## config.mk

```make
export PLATFORM = sky130hd
export DESIGN_NAME = de_stage_reg
export DESIGN_NICKNAME = d
export VERILOG_FILES = /design/src/rtl/de_stage_reg.sv
export SDC_FILE = /design/constraint.sdc
export NUM_CORES = 1
export LEC_CHECK = 0
export ABC_AREA = 0
export CORE_AREA = 4 4 181 183
export CTS_CLUSTER_SIZE = 30
export DETAILED_ROUTE_END_ITERATION = 8
export DIE_AREA = 0 0 185 187
export PLACE_DENSITY = 0.67
export SETUP_SLACK_MARGIN = 0.1
export SLEW_MARGIN = 10
export SYNTH_ARGS = -nofsm -noshare
export SYNTH_HDL_FRONTEND = slang
export SYNTH_SLANG_ARGS = --single-unit
export TNS_END_PERCENT = 100
```

## constraint.sdc

```tcl
create_clock -name clk -period 17.19 [get_ports clk]
set_input_delay 1.719 -clock clk [delete_from_list [all_inputs] [get_ports clk]]
set_output_delay 1.719 -clock clk [all_outputs]
set_load 0.02 [all_outputs]
```

## src/rtl/de_stage_reg.sv

```systemverilog
// Decode-to-execute pipeline register: IR, PC, operand channels and delay-slot flag, with E-stage exception merge.
// Optional build macro DE_STAGE_PERF_EN adds saturating hold/bubble event counters.
module de_stage_reg #(
  parameter int unsigned DATA_W = 32,
  parameter int unsigned NUM_CH = 5,
  parameter int unsigned EXC_W  = 5
) (
  input  logic                     clk,
  input  logic                     reset,
  input  logic                     flush,
  input  logic                     hold,
  input  logic                     bubble,
  input  logic                     valid_d,
  input  logic [DATA_W-1:0]        ir_d,
  input  logic [DATA_W-1:0]        pc_d,
  input  logic                     bd_d,
  input  logic [EXC_W-1:0]         exc_d,
  input  logic [NUM_CH*DATA_W-1:0] ch_d,
  input  logic                     over,
  output logic                     valid_e,
  output logic [DATA_W-1:0]        ir_e,
  output logic [DATA_W-1:0]        pc_e,
  output logic                     bd_e,
  output logic [NUM_CH*DATA_W-1:0] ch_e,
`ifdef DE_STAGE_PERF_EN
  output logic [31:0]              hold_cnt,
  output logic [31:0]              bubble_cnt,
`endif
  output logic [EXC_W-1:0]         exc_e
);

  typedef enum logic [1:0] {
    ACT_FLUSH,
    ACT_HOLD,
    ACT_BUBBLE,
    ACT_LOAD
  } act_t;

  localparam logic [EXC_W-1:0] EXC_ADEL = EXC_W'(4);
  localparam logic [EXC_W-1:0] EXC_ADES = EXC_W'(5);
  localparam logic [EXC_W-1:0] EXC_OV   = EXC_W'(12);

  act_t                     w_act;
  logic                     r_valid;
  logic [DATA_W-1:0]        r_ir;
  logic [DATA_W-1:0]        r_pc;
  logic                     r_bd;
  logic [EXC_W-1:0]         r_exc;
  logic [NUM_CH*DATA_W-1:0] r_ch;

  always_comb begin
    w_act = ACT_LOAD;
    if (flush) begin
      w_act = ACT_FLUSH;
    end else if (hold) begin
      w_act = ACT_HOLD;
    end else if (bubble) begin
      w_act = ACT_BUBBLE;
    end
  end

  always_ff @(posedge clk or posedge reset) begin
    if (reset) begin
      r_valid <= 1'b0;
      r_ir    <= '0;
      r_pc    <= '0;
      r_bd    <= 1'b0;
      r_exc   <= '0;
      r_ch    <= '0;
    end else begin
      case (w_act)
        ACT_FLUSH, ACT_BUBBLE: begin
          r_valid <= 1'b0;
          r_ir    <= '0;
          r_pc    <= '0;
          r_bd    <= 1'b0;
          r_exc   <= '0;
          r_ch    <= '0;
        end
        ACT_HOLD: begin
        end
        default: begin
          r_valid <= valid_d;
          r_ir    <= ir_d;
          r_pc    <= pc_d;
          r_bd    <= bd_d;
          r_exc   <= exc_d;
          r_ch    <= ch_d;
        end
      endcase
    end
  end

  assign valid_e = r_valid;
  assign ir_e    = r_ir;
  assign pc_e    = r_pc;
  assign bd_e    = r_bd;
  assign ch_e    = r_ch;

  // Narrow builds zero-extend the IR so opcode/funct decode stays well defined.
  logic [31:0] w_ir32;
  generate
    if (DATA_W >= 32) begin : g_ir_wide
      assign w_ir32 = r_ir[31:0];
    end else begin : g_ir_narrow
      assign w_ir32 = {{(32-DATA_W){1'b0}}, r_ir};
    end
  endgenerate

  logic [5:0] w_op;
  logic [5:0] w_fn;
  logic       w_unused_ir;
  assign w_op        = w_ir32[31:26];
  assign w_fn        = w_ir32[5:0];
  assign w_unused_ir = ^w_ir32[25:6];

  logic w_is_load;
  logic w_is_store;
  logic w_is_ov;

  always_comb begin
    w_is_load  = 1'b0;
    w_is_store = 1'b0;
    w_is_ov    = 1'b0;
    case (w_op)
      6'b100011, 6'b100000, 6'b100100, 6'b100001, 6'b100101: w_is_load  = 1'b1;
      6'b101011, 6'b101001, 6'b101000:                       w_is_store = 1'b1;
      6'b001000:                                             w_is_ov    = 1'b1;
      6'b000000: w_is_ov = (w_fn == 6'b100000) || (w_fn == 6'b100010);
      default: begin
      end
    endcase
  end

  logic [EXC_W-1:0] w_exc;

  always_comb begin
    w_exc = '0;
    if (r_valid) begin
      if (r_exc != '0) begin
        w_exc = r_exc;
      end else if (over && w_is_load) begin
        w_exc = EXC_ADEL;
      end else if (over && w_is_store) begin
        w_exc = EXC_ADES;
      end else if (over && w_is_ov) begin
        w_exc = EXC_OV;
      end
    end
  end

  assign exc_e = w_exc;

`ifdef DE_STAGE_PERF_EN
  logic [31:0] r_hold_cnt;
  logic [31:0] r_bubble_cnt;

  always_ff @(posedge clk or posedge reset) begin
    if (reset) begin
      r_hold_cnt   <= '0;
      r_bubble_cnt <= '0;
    end else begin
      if ((w_act == ACT_HOLD) && (r_hold_cnt != '1)) begin
        r_hold_cnt <= r_hold_cnt + 32'd1;
      end
      if (((w_act == ACT_FLUSH) || (w_act == ACT_BUBBLE)) && (r_bubble_cnt != '1)) begin
        r_bubble_cnt <= r_bubble_cnt + 32'd1;
      end
    end
  end

  assign hold_cnt   = r_hold_cnt;
  assign bubble_cnt = r_bubble_cnt;
`endif

endmodule

```

==> metrics.txt <==
transition time of the tightest slew-check pin 1.06 ns; EDFF count, synth 0; Vias 6573; Die H 187 µm; CP max stage cell clkdlybuf4s50_1; CP Max Fanout 3; Startpoint Class primary input; WL final 27500 µm; PostCTS Resize Cnt 0; clock slew at reported path FFs 0.06 ns; Seq/Total Area, Yosys 70.4%; Filler cells 2835; Mapped Cells 538; CTS buffer count 25; prevailing post-synth register cell dfrtp_1; layout cells sized above 1 5.19%; Syn-to-layout area delta 70.5%; maximum vdd drop 0.0565 mV; GRT Overall Usage 15.0%; I/O pins 468; CP Capture Type output port; detailed-route DRC error count 0; CTS root buf clkbuf_16; synthesis warning total 0; Post-CTS Hold Buffers 0; Worst R2R Start valid_e$_DFFE_PP0P_; Post-DP Area 13200 µm²; H-tree levels 1; Antenna Cells 0; gpl congestion 0.819; first-pass GRT wire length 41700 µm; worst min path class flop to flop; Synth Cell Area 8220 µm²; initial antenna violation count 1; GRT overflow 0; pin count of the biggest net entering global routing 95; CTS sink count 231; Final Slew Violations 0; WHS Path Cells 1; setup TNS 0 ns; Crit path required time 15.47 ns; Die Wd 185 µm; row count 65; post-layout instance area 14000 µm²; CTS tree built; CTS Buffer Depth 3; register area 5780 µm²; #FFs+latches synth 231; nets@finish 1226; FFs w/ async S/R, synth 100%; most frequent CP cell clkdlybuf4s50_1; post-CTS setup buffer count 0; worst hold start ir_e[11]$_DFFE_PP0P_; r2r setup slk 16.38 ns; syn nets 775; WL/cell 19.6 µm; clk_lat worst skew 0.51 ns; dpl hpwl 19500 µm; core outline area 31200 µm²; die area 34600 µm²; Critical Path AT 3.53 ns; final setup fails 0; R2R cell count 1; max incr delay on CP 0.61 ns; worst rel slew slack 29.3%; fin crit share 30.5%; P per Cell Area 90.6 nW/µm²; Worst Skew 0 ns; Mean Syn Cell Area 15.3 µm²; RSZ-0062 raised after global routing false; vias in the first global route 6991; Min-Delay Endpoint ir_e[11]$_DFFE_PP0P_; Initial Utilization 26.3%; vias per std cell 4.68; antenna-violating nets left 0; Multi-input gate area 2200 µm²; TritonRoute pass-1 iters 4; number of I/O port buffers 467; Critical R2R Capture valid_e$_DFFE_PP0P_; outcome complete, no violations; Lkg Pwr 6.19 nW; Tmin final 5.25 ns; crit-path cells clkdlybuf4s50_1 -> nand2b_1 -> nor3_1 -> o211a_1 -> o21a_1 -> clkdlybuf4s50_1; Initial DRC Count 277; Hold Fails Final Rpt 0; Crit Path Class primary input to output port; post-synthesis cell type count 23; max-cap viol count 0; FMAX 0.191 GHz
[where the power goes]
| part | total, mW | switching, mW | internal [mW] | leakage (nW) |
|---|---|---|---|---|
| combinational | 0.174 | 0.0776 | 0.0969 | 2.65 |
| sequential | 0.577 | 0.0128 | 0.564 | 3.15 |
| clock | 0.518 | 0.215 | 0.303 | 0.390 |
| total | 1.27 | 0.305 | 0.964 | 6.19 |
[cells in the mapped netlist (2+ instances only)]
library cell  instances  share of area (%)
buf_2                43                2.6
dfrtp_1             231                 70
nor2b_1               4               0.30
nand2b_1              3               0.23
a22o_1              230                 25
nor3_1                2               0.12
clkbuf_1              8               0.37
and2_1                2               0.15
[how the worst max path moves through the flow]
stage                      from          endpoint
after detailed placement   over          exc_e[3]
after global placement     over          exc_e[3]
final                      over          exc_e[3]
after global routing       over          exc_e[2]
after CTS                  over          exc_e[3]
after floorplan           reset  bd_e$_DFFE_PP0P_
[cell type report]
class | instances | share of cell area (%)
clock inverter | 11 | 0.831
inverter | 1 | 0.0804
sequential | 231 | 41.3
tap | 402 | 3.59
timing repair buffer | 475 | 33.8
clock buffer | 29 | 4.72
multi-input combinational | 255 | 15.7
[state kept, by name, indices dropped and copies added, names as in the netlist]
register / count
r_exc: 5
valid_e: 1
ir_e: 32
pc_e: 32
bd_e: 1
ch_e: 160
[stage by stage]
step	setup slack (ns)	instances	hold WS [ns]	power, mW	util [%]
2_1_floorplan	9.14	538	0.488	0.652	-
3_3_place_gp	11.96	1364	0.487	0.761	42.4
3_5_place_dp	11.93	1364	0.490	0.763	42.4
4_1_cts	11.91	1404	0.507	1.29	44.9
5_1_grt	11.83	1404	0.512	1.32	44.9
6_report	11.94	1404	0.502	1.27	44.9
[cell usage in the layout (no fill, tap or decap)]
cell / instances
or4_4: 1
nand2_1: 1
a21oi_1: 1
clkbuf_16: 25
a211oi_1: 1
and2_1: 2
inv_8: 1
bufinv_16: 2
buf_4: 8
nor3_1: 2
o21ai_0: 1
or3_1: 1
dfrtp_1: 231
a22o_2: 1
nor2b_4: 1
clkdlybuf4s50_1: 467
nor4_1: 1
o21a_1: 1
a22o_1: 230
inv_6: 2
nor2b_1: 3
nor2_2: 1
nor3_4: 1
a41oi_1: 1
clkinv_4: 1
clkinv_2: 6
nor4b_1: 1
nand2b_1: 3
clkbuf_8: 2
clkbuf_1: 2
o211a_1: 1
[critical path: cells and delay by family]
kind	cells	cell delay, ns
AND/OR/NAND/NOR	2	0.37
buffers and inverters	2	1.11
AO/OA/AOI/OAI	2	0.33
[per-layer routing]
metal	share of wire, %	wire length (µm)	vias to the layer above	global-route usage, %
met2	49	13500	265	25.1
met4	2.4	670	2	4.09
met5	0.047	13	-	0
li1	-	-	2983	-
met3	7.9	2170	45	4.01
met1	41	11200	3278	19.0
[cell families (layout without fill, tap and decap cells)]
group / after synthesis / count (layout) / share of synthesized area, %
AO/OA/AOI/OAI: 237 / 237 / 25.2
flip-flops: 231 / 231 / 70.4
buffers and inverters: 52 / 516 / 3.03
AND/OR/NAND/NOR: 18 / 18 / 1.45
Note: power is estimated with default switching activity, not from simulation.
